===== src/rtl/serial_mag_compare.sv =====
// serial_mag_compare
//   Accumulates MSB-first E/G/L digit flags from a 2-bit comparator slice and
//   emits one equal/greater/less verdict per operand pair over valid/ready.
//   Optional feature macro: CMP_ONEHOT_CHECK_EN (adds res_err, one-hot flag check).
module serial_mag_compare #(
   parameter int MAX_DIGITS = 8,
   parameter int CNT_W      = $clog2(MAX_DIGITS + 1)
) (
   input  logic             clk,
   input  logic             rst,
   input  logic             in_valid,
   output logic             in_ready,
   input  logic             in_e,
   input  logic             in_g,
   input  logic             in_l,
   input  logic             in_last,
   output logic             res_valid,
   input  logic             res_ready,
   output logic             res_e,
   output logic             res_g,
   output logic             res_l,
   output logic             res_ovf,
   output logic [CNT_W-1:0] res_cnt
`ifdef CMP_ONEHOT_CHECK_EN
   ,
   output logic             res_err
`endif
);

   localparam logic [CNT_W-1:0] CNT_MAX  = CNT_W'(MAX_DIGITS);
   localparam logic [CNT_W-1:0] CNT_ZERO = {CNT_W{1'b0}};
   localparam logic [CNT_W-1:0] CNT_ONE  = CNT_W'(1);

   typedef enum logic [1:0] {
      IDLE  = 2'd0,
      ACCUM = 2'd1,
      DONE  = 2'd2
   } state_t;

   state_t           state_r;
   state_t           next_state_s;

   logic [CNT_W-1:0] cnt_r;
   logic             decided_r;
   logic             acc_g_r;
   logic             acc_l_r;

   logic             accept_s;
   logic             rearm_s;
   logic             finish_s;
   logic [CNT_W-1:0] cnt_inc_s;
   logic             dig_g_s;
   logic             dig_l_s;
   logic             new_g_s;
   logic             new_l_s;
   logic             new_decided_s;

`ifdef CMP_ONEHOT_CHECK_EN
   logic             err_r;
   logic             bad_s;

   // True when exactly one of the three slice flags is set.
   function automatic logic is_onehot(input logic e, input logic g, input logic l);
      is_onehot = ({e, g, l} == 3'b100) || ({e, g, l} == 3'b010) || ({e, g, l} == 3'b001);
   endfunction
`else
   // The equal flag is implied by the absence of g/l, so it is not consumed here.
   logic             unused_in_e_s;
   assign unused_in_e_s = in_e;
`endif

   // Handshake, counter step and per-digit verdict decode.
   always_comb begin
      accept_s  = in_valid & in_ready;
      rearm_s   = (state_r == DONE) & res_valid & res_ready;
      cnt_inc_s = cnt_r;
      if (cnt_r != CNT_MAX) begin
         cnt_inc_s = cnt_r + CNT_ONE;
      end else begin
         cnt_inc_s = cnt_r;
      end
      finish_s = accept_s & (in_last | (cnt_inc_s == CNT_MAX));
`ifdef CMP_ONEHOT_CHECK_EN
      // An illegal flag pattern counts as an equal digit.
      bad_s   = ~is_onehot(in_e, in_g, in_l);
      dig_g_s = in_g & ~bad_s;
      dig_l_s = in_l & ~bad_s;
`else
      // Greater wins if the slice raises both g and l.
      dig_g_s = in_g;
      dig_l_s = in_l & ~in_g;
`endif
      // Once the first unequal digit is seen, the verdict is frozen.
      if (decided_r) begin
         new_g_s = acc_g_r;
         new_l_s = acc_l_r;
      end else begin
         new_g_s = dig_g_s;
         new_l_s = dig_l_s;
      end
      new_decided_s = decided_r | dig_g_s | dig_l_s;
   end

   // FSM state register.
   always_ff @(posedge clk or posedge rst) begin
      if (rst) begin
         state_r <= IDLE;
      end else begin
         state_r <= next_state_s;
      end
   end

   // FSM next-state logic.
   always_comb begin
      next_state_s = state_r;
      case (state_r)
         IDLE: begin
            if (finish_s) begin
               next_state_s = DONE;
            end else if (accept_s) begin
               next_state_s = ACCUM;
            end else begin
               next_state_s = IDLE;
            end
         end
         ACCUM: begin
            if (finish_s) begin
               next_state_s = DONE;
            end else begin
               next_state_s = ACCUM;
            end
         end
         DONE: begin
            if (rearm_s) begin
               next_state_s = IDLE;
            end else begin
               next_state_s = DONE;
            end
         end
         default: begin
            next_state_s = IDLE;
         end
      endcase
   end

   // Handshake outputs are registered from the next state.
   always_ff @(posedge clk or posedge rst) begin
      if (rst) begin
         in_ready  <= 1'b0;
         res_valid <= 1'b0;
      end else begin
         in_ready  <= (next_state_s != DONE);
         res_valid <= (next_state_s == DONE);
      end
   end

   // Working accumulator: cleared on re-arm, updated per accepted digit.
   always_ff @(posedge clk or posedge rst) begin
      if (rst) begin
         cnt_r     <= CNT_ZERO;
         decided_r <= 1'b0;
         acc_g_r   <= 1'b0;
         acc_l_r   <= 1'b0;
`ifdef CMP_ONEHOT_CHECK_EN
         err_r     <= 1'b0;
`endif
      end else if (rearm_s) begin
         cnt_r     <= CNT_ZERO;
         decided_r <= 1'b0;
         acc_g_r   <= 1'b0;
         acc_l_r   <= 1'b0;
`ifdef CMP_ONEHOT_CHECK_EN
         err_r     <= 1'b0;
`endif
      end else if (accept_s) begin
         cnt_r     <= cnt_inc_s;
         decided_r <= new_decided_s;
         acc_g_r   <= new_g_s;
         acc_l_r   <= new_l_s;
`ifdef CMP_ONEHOT_CHECK_EN
         err_r     <= err_r | bad_s;
`endif
      end else begin
         cnt_r     <= cnt_r;
         decided_r <= decided_r;
         acc_g_r   <= acc_g_r;
         acc_l_r   <= acc_l_r;
`ifdef CMP_ONEHOT_CHECK_EN
         err_r     <= err_r;
`endif
      end
   end

   // Verdict registers: loaded on the completing digit, otherwise held.
   always_ff @(posedge clk or posedge rst) begin
      if (rst) begin
         res_e   <= 1'b0;
         res_g   <= 1'b0;
         res_l   <= 1'b0;
         res_ovf <= 1'b0;
         res_cnt <= CNT_ZERO;
      end else if (finish_s) begin
         res_e   <= ~new_g_s & ~new_l_s;
         res_g   <= new_g_s;
         res_l   <= new_l_s;
         res_ovf <= ~in_last;
         res_cnt <= cnt_inc_s;
      end else begin
         res_e   <= res_e;
         res_g   <= res_g;
         res_l   <= res_l;
         res_ovf <= res_ovf;
         res_cnt <= res_cnt;
      end
   end

`ifdef CMP_ONEHOT_CHECK_EN
   // Error flag travels with the verdict and drops on re-arm.
   always_ff @(posedge clk or posedge rst) begin
      if (rst) begin
         res_err <= 1'b0;
      end else if (rearm_s) begin
         res_err <= 1'b0;
      end else if (finish_s) begin
         res_err <= err_r | bad_s;
      end else begin
         res_err <= res_err;
      end
   end
`endif

endmodule


===== config.mk =====
export PLATFORM = sky130hd
export DESIGN_NAME = serial_mag_compare
export DESIGN_NICKNAME = d
export VERILOG_FILES = /design/src/rtl/serial_mag_compare.sv
export SDC_FILE = /design/constraint.sdc
export NUM_CORES = 1
export LEC_CHECK = 0
export BUFFER_PORTS_ARGS = -buffer_cell sky130_fd_sc_hd__buf_2
export CORE_MARGIN = 5
export CORE_UTILIZATION = 55
export CTS_BUF_LIST = sky130_fd_sc_hd__clkbuf_16
export DETAILED_ROUTE_END_ITERATION = 7
export GPL_TIMING_DRIVEN = 0
export PLACE_DENSITY = 0.81
export SLEW_MARGIN = 15
export SYNTH_ARGS = -nofsm -noshare
export SYNTH_HDL_FRONTEND = slang
export SYNTH_SLANG_ARGS = --single-unit

===== constraint.sdc =====
create_clock -name clk -period 5.35 [get_ports clk]
set_clock_uncertainty 0.1 [all_clocks]
set_input_delay 0.8025 -clock clk [delete_from_list [all_inputs] [get_ports clk]]
set_output_delay 0.8025 -clock clk [all_outputs]
set_load 0.03 [all_outputs]

Word level (Yosys, flattened, before mapping)
Cells that the tools add are included.

storage, ports and cells
  bits in registers = 19
  input port bits = 8
  output and inout port bits = 10
  word-level logic and storage cells = 50

cells by class
  add/subtract/negate cells = 1
  equality and inequality tests = 6
  muxes and demuxes = 16
  bitwise gates (word level) = 13
  reduce and logical (&&, ||, !) cells = 2

operators by type and width
  operator               count
  $mux W4                3
  $mux W1                9
  $and A1 B1 Y1          6
  $mux W2                3
  $pmux W2 S3            1
  $add A4 B1 Y4 const B  1
  $eq A2 B2 Y1 const B   2
  $eq A4 B4 Y1 const B   1
  $ne A4 B4 Y1 const B   1
  $not A1 Y1             4
  $or A1 B1 Y1           3
  $eq A2 B1 Y1 const B   1
  $logic_not A2 Y1       1
  $ne A2 B2 Y1 const B   1
  $reduce_bool A2 Y1     1

Logic depth before layout (Yosys ltp)
Gate-level depths: netlist of the first run.

  depth in word-level cells = 8
  gate-level depth with buffers = 7
  gate-level depth less buffers = 7

Worst setup path after synthesis of the first run
OpenSTA, ideal clock, no wires.

  path kind = reg-to-reg
  start = register cnt_r[0]
  end = register res_cnt[0]
  setup time = 125 ps
  data arrival time = 1857 ps
  data required time = 5125 ps
  slack = 3268 ps
  stages on the path, launching flop included = 7
  buffers on the path = 0
  cell sequence = dfrtp_1 -> ha_1 -> and4b_1 -> a311oi_2 -> a211oi_2 -> o21ai_4 -> mux2_2

on the way
  cells in the longest elaborated chain, start to end = 5
  elaborated cells between the ends (all ways) = 6
  those cells by class = 1 x add/sub; 2 x eq/ne; 1 x mux; 2 x bitwise

ends and longest elaborated chain
  item                                                  RTL line  text
  from (decl)                                           43        logic [CNT_W-1:0] cnt_r;
  from (signal assigned)                                176       cnt_r <= cnt_inc_s;
  from (signal assigned)                                184       cnt_r <= cnt_r;
  $add A4 B1 Y4 / $ne A4 B4 Y1 (equally long branches)  78, 77
  $mux W4 *                                             77        if (cnt_r != CNT_MAX) begin
  $eq A4 B4 Y1                                          82        finish_s = accept_s & (in_last | (cnt_inc_s == CNT_MAX));
  $or A1 B1 Y1                                          82
  $and A1 B1 Y1                                         82
  to (signal assigned)                                  207       res_cnt <= cnt_inc_s;
  to (signal assigned)                                  213       res_cnt <= res_cnt;
  to (decl)                                             23        output logic [CNT_W-1:0] res_cnt

Every way passes the cells marked *; elsewhere a longest branch is shown, timed or not.
A chain may end at the register's enable or synchronous reset.

Final worst setup path of the first run
Ends and elaborated chain as after synthesis.

==> metrics.md, run 1 <==
| Metric | Value |
|---|---|
| Number of antenna-violating nets in the routed design | 0 |
| Insertion delay of the later-clocked pin in the worst-skew pair | 0.25 ns |
| Maximum level of the CTS H-tree | 1 |
| Minimum setup slack in the final design | 3.02 ns |
| Setup bufs post-CTS | 0 |
| Number of nets in the final layout | 129 |
| Clock-pin slew on the worst setup and hold paths | 0.05 ns |
| Share of layout cells above drive strength 1 | 25.4% |
| Cell chain of the critical path | ha_1 > and4b_1 > a311oi_2 > a211oi_2 > o21ai_4 > mux2_2 |
| First-pass GRT wire length | 3590 um |
| Final Max Tran Viols | 0 |
| Start-to-end type of the worst setup path | reg2reg |
| Net Count, Synth | 109 |
| Critical path peak fanout | 9 |
| Die area | 2770 um2 |
| Total area of multi-input combinational cells | 478 um2 |
| Post-synthesis register bit count | 19 |
| Routed via count divided by cell count | 5.60 |
| Sequential element share of the synthesized area | 47.5% |
| Actual transition at the worst max-transition pin | 0.925 ns |
| Total Routing Usage GR | 17.8% |
| Post-Synthesis Cell Area | 1000 um2 |
| Horiz. Die Dim | 52.7 um |
| Type of the worst min-delay path | reg2reg |
| Power density over the cells | 641 nW/um2 |
| Upper clock frequency limit | 430 MHz |
| CTS Buf Count | 3 |
| Switching power summed over all nets | 316 uW |
| Total of buffers placed on input and output ports | 15 |
| Total Neg Setup Slack | 0 ns |
| Floorplan core area | 1730 um2 |
| Final-report hold violation count | 0 |
| Yosys warns | 0 |
| Post-detail-place hpwl | 1430 um |
| Gate power share | 45.6% |
| Synth-to-layout area growth | 18.5% |
| Arrival time of data at the critical path endpoint | 2.36 ns |
| # resized after CTS | 0 |
| Most used DFF post-synth | dfrtp_1 |
| Count of fill cells added during filler insertion | 139 |
| Setup repair after global routing missed its margin | false |
| Clock period minus final worst setup slack | 2.33 ns |
| Cell leakage power | 0.544 nW |
| Detailed-route DRC error count | 0 |
| Portion of total power attributed to the clock network | 19.7% |
| Synthesized area per cell | 10.1 um2 |
| Crit path max-delay cell type | dfrtp_1 |
| Critical path capture point type | register |
| Int Pwr | 444 uW |
| Number of setup violations in the final report | 0 |
| Antenna violations before repair | 0 |
| Maximum capacitance violations | 0 |
| Required time worst endpoint | 5.38 ns |
| Mapped Cells | 99 |
| Total iterations of the first detailed-routing run | 4 |
| WL/cell | 13.8 um |
| Post-DP Area | 1110 um2 |
| Post-route design area | 1190 um2 |
| Most common cell after layout, fill and taps aside | dfrtp_1 |
| Most used cells in the layout excluding fill and tap cells | 19 x dfrtp_1, 16 x buf_2, 10 x o21ai_0, 9 x a21oi_1, 8 x nor2_1 |
| Max-slew headroom at the worst pin | 38.2% |
| Clock tree from TritonCTS | built |
| Via count of the routed design | 801 |
| Final worst-path cycle share | 43.5% |
| Nature of the critical path startpoint | register |
| I/O pin total | 18 |
| Die height | 52.7 um |
| Placer Congestion | 0.861 |
| Largest buffer count on any clock path | 2 |
| Sinks on the clock net | 19 |
| FF+latch area | 475 um2 |
| Sequential share of power | 34.7% |
| Cell Rows | 15 |
| Critical path's largest stage delay | 0.48 ns |
| Root buffer cell | clkbuf_16 |
| Initial drt markers | 20 |
| Net switching fraction of the power | 41.6% |
| Count of hold buffers inserted by post-cts repair | 0 |
| Number of enable-type register cells in the synthesized netlist | 0 |
| Number of global-route vias before repair | 813 |
| Outcome | complete, no violations |
| Maximum number of pins on one net before global-route repair | 20 |
| Worst slack, placed | 3.05 ns |
| Wire length after detailed routing | 1980 um |
| Residual overflow from global routing | 0 |
| Peak supply drop | 0.414 mV |
| Fraction of registers with async set or reset after synthesis | 100% |
| Effective utilization at floorplan | 58.0% |
| Antenna diodes | 0 |
| Unique cell type count in the Yosys netlist | 32 |
[state kept, by name, summed over array words and instances (netlist names)]
| signal | count |
|---|---|
| res_l | 1 |
| acc_l_r | 1 |
| acc_g_r | 1 |
| res_valid | 1 |
| decided_r | 1 |
| res_e | 1 |
| res_cnt | 4 |
| in_ready | 1 |
| cnt_r | 4 |
| res_g | 1 |
| res_ovf | 1 |
| state_r | 2 |
[worst paths after layout]
path	slack, ns	to	depth (start not counted)	from
min in group asynchronous	0.55	state_r[0]$_DFF_PP0_	2	rst
worst min-delay path	0.40	res_l$_DFFE_PP0P_	1	res_l$_DFFE_PP0P_
worst max register to register	3.02	res_cnt[0]$_DFFE_PP0P_	6	cnt_r[0]$_DFFE_PP0P_
worst max-delay path	3.02	res_cnt[0]$_DFFE_PP0P_	6	cnt_r[0]$_DFFE_PP0P_
worst min register to register	0.40	res_l$_DFFE_PP0P_	1	res_l$_DFFE_PP0P_
max in group asynchronous	4.16	cnt_r[2]$_DFFE_PP0P_	2	rst
[power groups by stage]
stage / Combinational (mW) / Sequential (mW) / Clock [mW]
floorplan: 0.202 / 0.323 / 0
global placement: 0.338 / 0.260 / 0
detailed placement: 0.346 / 0.265 / 0
CTS: 0.349 / 0.263 / 0.149
global route: 0.383 / 0.278 / 0.157
finish: 0.347 / 0.264 / 0.150
[critical path: cells and delay by family, from the launching register on]
family | cells | cell delay (ns)
and+or+nand+nor | 1 | 0.22
AOI/OAI and AO/OA | 3 | 0.72
DFF | 1 | 0.48
adders and majority gates | 1 | 0.30
muxes | 1 | 0.37
[logic make-up (layout without fill, tap and decap cells)]
| group | count (synthesis) | in the layout | share of synthesized area (%) |
|---|---|---|---|
| adder cells (fa/ha/maj) | 2 | 2 | 2.50 |
| XOR/XNOR | 1 | 1 | 0.875 |
| buffers and inverters | 9 | 28 | 4.75 |
| AO/OA/AOI/OAI | 30 | 30 | 19.9 |
| flip-flops | 19 | 19 | 47.5 |
| multiplexers | 7 | 7 | 7.75 |
| AND/OR/NAND/NOR | 31 | 31 | 16.8 |
[final cells by class]
class | instances | area share [%]
Inverter | 6 | 1.90
Clock buffer | 3 | 6.33
Tap cell | 25 | 2.64
Buffer | 3 | 2.11
Clock inverter | 1 | 0.316
Timing Repair Buffer | 15 | 6.33
Sequential cell | 19 | 40.1
Multi-Input combinational cell | 71 | 40.3
[stage by stage]
step                hold slack, ns  std cells  utilization, %  total power, mW
floorplan                    0.410         99               -            0.525
global placement             0.386        139            64.1            0.598
detailed placement           0.394        139            64.1            0.610
CTS                          0.407        143            68.7            0.762
global route                 0.437        143            68.7            0.818
finish                       0.405        143            68.7            0.760
[synthesized netlist by cell type, types with 2 or more instances]
cell	n	area, um2
mux2_2	6	67.6
and4b_1	2	20.0
and2_1	2	12.5
a31oi_1	2	12.5
a211oi_1	2	15.0
ha_1	2	25.0
nor3b_1	2	15.0
inv_1	6	22.5
dfrtp_1	19	475
nand3_1	2	10.0
or3_1	3	18.8
nor2_1	8	30.0
a21oi_1	9	45.0
o21ai_0	10	50.1
nand2_1	7	26.3
[layer usage]
metal  track usage, %  wire (um)
met5                0          0
met4             8.94         44
met3             2.85         64
met2             28.7        982
met1             22.7        885
Note: power is estimated with default switching activity, not from simulation.
==> run 2: changes to the inputs <==
--- a/config.mk
+++ b/config.mk
@@ -6,12 +6,13 @@
 export NUM_CORES = 1
 export LEC_CHECK = 0
 export BUFFER_PORTS_ARGS = -buffer_cell sky130_fd_sc_hd__buf_2
+export CORE_ASPECT_RATIO = 0.7
 export CORE_MARGIN = 5
-export CORE_UTILIZATION = 55
+export CORE_UTILIZATION = 53
 export CTS_BUF_LIST = sky130_fd_sc_hd__clkbuf_16
 export DETAILED_ROUTE_END_ITERATION = 7
 export GPL_TIMING_DRIVEN = 0
-export PLACE_DENSITY = 0.81
+export PLACE_DENSITY = 0.78
 export SLEW_MARGIN = 15
 export SYNTH_ARGS = -nofsm -noshare
 export SYNTH_HDL_FRONTEND = slang
==> constraint.sdc (replaced) <==
create_clock -name clk -period 2.3 [get_ports clk]
set_clock_uncertainty 0.1 [all_clocks]
set_input_delay 0.345 -clock clk [delete_from_list [all_inputs] [get_ports clk]]
set_output_delay 0.345 -clock clk [all_outputs]
set_load 0.03 [all_outputs]
==> metrics.md, run 2 (same netlist as run 1, synthesis figures left out) <==
| Metric | Value |
|---|---|
| Horiz. Die Dim | 61.9 um (+18%) |
| Power consumption | 1.79 mW (+140%) |
| First-pass GRT wire length | 3570 um (-0.56%) |
| Cell chain of the critical path | ha_1 > and4b_1 > a311oi_2 > a211oi_2 > o21ai_4 > mux2_2 |
| Critical path's largest stage delay | 0.47 ns (about the same) |
| Power density over the cells | 1500 nW/um2 (+130%) |
| Number of setup violations in the final report | 0 (unchanged) |
| I/O pin total | 18 (unchanged) |
| Peak supply drop | 0.911 mV (+120%) |
| Total Routing Usage GR | 17.6% (-0.12 points) |
| Dpl cells | 136 (-2.2%) |
| Final worst-path cycle share | 96.6% (+53 points) |
| Post-detail-place hpwl | 1410 um (-1.0%) |
| Maximum level of the CTS H-tree | 1 (unchanged) |
| Root buffer cell | clkbuf_16 |
| Largest buffer count on any clock path | 2 (unchanged) |
| Synth-to-layout area growth | 19.8% |
| Die height | 46.4 um (-12%) |
| Upper clock frequency limit | 450 MHz (+4.7%) |
| Number of antenna-violating nets in the routed design | 0 (unchanged) |
| Total area of multi-input combinational cells | 478 um2 (unchanged) |
| Met3 layer usage reported by global route | 5.32% (+2.5 points) |
| Count of hold buffers inserted by post-cts repair | 0 (unchanged) |
| Arrival time of data at the critical path endpoint | 2.25 ns (-0.11 ns) |
| Wire length after detailed routing | 2130 um (+8.1%) |
| Nature of the critical path startpoint | register |
| Required time worst endpoint | 2.33 ns (-3.05 ns) |
| Initial drt markers | 8 (-60%) |
| Via count of the routed design | 820 (+2.4%) |
| Detailed-route DRC error count | 0 (unchanged) |
| Crit path buffers/inverters | 0 (unchanged) |
| Post-route design area | 1200 um2 (+1.1%) |
| Max-slew headroom at the worst pin | 36.1% (-2.1 points) |
| CTS Buf Count | 3 (unchanged) |
| Total of buffers placed on input and output ports | 15 (unchanged) |
| Setup repair after global routing missed its margin | false |
| Maximum number of pins on one net before global-route repair | 20 (unchanged) |
| Busiest metal layer after global routing | met2 |
| Number of global-route vias before repair | 762 (-6.3%) |
| FF+latch area | 477 um2 (+0.26%) |
| Routed via count divided by cell count | 5.77 (+3.1%) |
| Cell leakage power | 0.552 nW (+1.4%) |
| Most used cells in the layout excluding fill and tap cells | 18 x dfrtp_1, 16 x buf_2, 10 x o21ai_0, 9 x a21oi_1, 8 x nor2_1 |
| Final Max Tran Viols | 0 (unchanged) |
| Actual transition at the worst max-transition pin | 0.956 ns (+0.0307 ns) |
| Floorplan core area | 1820 um2 (+5.5%) |
| Most common cell after layout, fill and taps aside | dfrtp_1 |
| Clock tree from TritonCTS | built |
| Antenna diodes | 0 (unchanged) |
| Type of the worst min-delay path | in2async |
| Start-to-end type of the worst setup path | reg2reg |
| Number of nets in the final layout | 131 (+1.6%) |
| Sinks on the clock net | 19 (unchanged) |
| Antenna violations before repair | 0 (unchanged) |
| Largest delay contributor family on the critical path | compound AO/OA/AOI/OAI gates |
| Total iterations of the first detailed-routing run | 4 (unchanged) |
| Met1 Usage GRT | 22.6% (-0.096 points) |
| Insertion delay of the later-clocked pin in the worst-skew pair | 0.25 ns (about the same) |
| Share of layout cells above drive strength 1 | 27.5% (+2.1 points) |
| Count of fill cells added during filler insertion | 153 (+10%) |
| Clock period minus final worst setup slack | 2.22 ns (-0.104 ns) |
| Final standard cell count with taps included and fillers excluded | 142 (-0.70%) |
| Residual overflow from global routing | 0 (unchanged) |
| Top flop regs | cnt_r: 4 flops, res_cnt: 4 flops, state_r: 2 flops |
| Critical path peak fanout | 9 (unchanged) |
| Cell Rows | 13 (-2) |
| Post-DP Area | 1100 um2 (-0.34%) |
| Clock-pin slew on the worst setup and hold paths | 0.05 ns (about the same) |
| GR met2 Demand/Resource | 27.5% (-1.2 points) |
| WL/cell | 15.0 um (+8.8%) |
| Crit path max-delay cell type | dfrtp_2 |
| Placer Congestion | 0.865 (+0.49%) |
| Final-report hold violation count | 0 (unchanged) |
| Outcome | complete, no violations |
| Util after Layout | 65.8% (-2.9 points) |
| Critical path capture point type | register |
| Effective utilization at floorplan | 54.9% (-3.0 points) |
| Die area | 2870 um2 (+3.6%) |
| Maximum capacitance violations | 0 (unchanged) |
==> run 2: cell count changes in the layout (fill, tap and decap cells not counted), sizes merged <==
cell	previous run	this run
buf	17	19
==> run 2: area by class of cell <==
| type | instances | share of cell area, % |
|---|---|---|
| Sequential cell | 19 | 39.8 |
| Clock buffer | 3 | 6.26 |
| Clock inverter | 1 | 0.313 |
| Buffer | 3 | 2.09 |
| Timing Repair Buffer | 17 | 7.52 |
| Tap cell | 22 | 2.30 |
| Inverter | 6 | 1.88 |
| Multi-Input combinational cell | 71 | 39.9 |
==> run 2: final timing paths <==
check | from | endpoint | slack [ns] | depth (start not counted)
setup / recovery | cnt_r[0]$_DFFE_PP0P_ | res_cnt[0]$_DFFE_PP0P_ | 0.08 | 6
hold reg to reg | res_e$_DFFE_PP0P_ | res_e$_DFFE_PP0P_ | 0.40 | 1
hold / removal | rst | res_cnt[3]$_DFFE_PP0P_ | 0.12 | 2
max in group asynchronous | rst | cnt_r[0]$_DFFE_PP0P_ | 1.47 | 2
setup reg to reg | cnt_r[0]$_DFFE_PP0P_ | res_cnt[0]$_DFFE_PP0P_ | 0.08 | 6
min in group clk | in_g | acc_g_r$_DFFE_PP0P_ | 0.32 | 3
==> run 2: worst reg2reg max path: stages, from the launching register on <==
cell      delay, ns
dfrtp_2        0.47
ha_1           0.27
and4b_1        0.21
a311oi_2       0.32
a211oi_2       0.14
o21ai_4        0.24
mux2_2         0.36
==> run 2: timing repair <==
item | CTS | global route
endpoints found under the setup margin | 4 | 4
setup buffers | 1 | 1
endpoints found under the hold margin | 0 | 0
pin swaps | 1 | 1
gates resized for setup | 0 | 1
==> run 2: power breakdown <==
group / total, mW / switching (mW) / internal, mW
clock network: 0.347 / 0.116 / 0.231
registers: 0.616 / 0.131 / 0.485
logic: 0.830 / 0.496 / 0.333
total: 1.79 / 0.743 / 1.05
==> run 2: metrics by stage <==
stage / TNS (ns) / hold WS (ns) / worst slack (ns)
after floorplan: 0 / 0.196 / 0.218
after global placement: 0 / 0.383 / 0.0296
after detailed placement: -0.0338 / 0.390 / -0.0114
after CTS: 0 / 0.142 / 0.00957
after global routing: 0 / 0.181 / 0.00144
final: 0 / 0.116 / 0.0792
==> run 2: per-layer routing <==
| layer | part of all wire (%) | vias up |
|---|---|---|
| li1 | - | 400 |
| met1 | 46 | 388 |
| met2 | 47 | 26 |
| met3 | 5.4 | 6 |
| met4 | 2.2 | 0 |
| met5 | 0 | - |
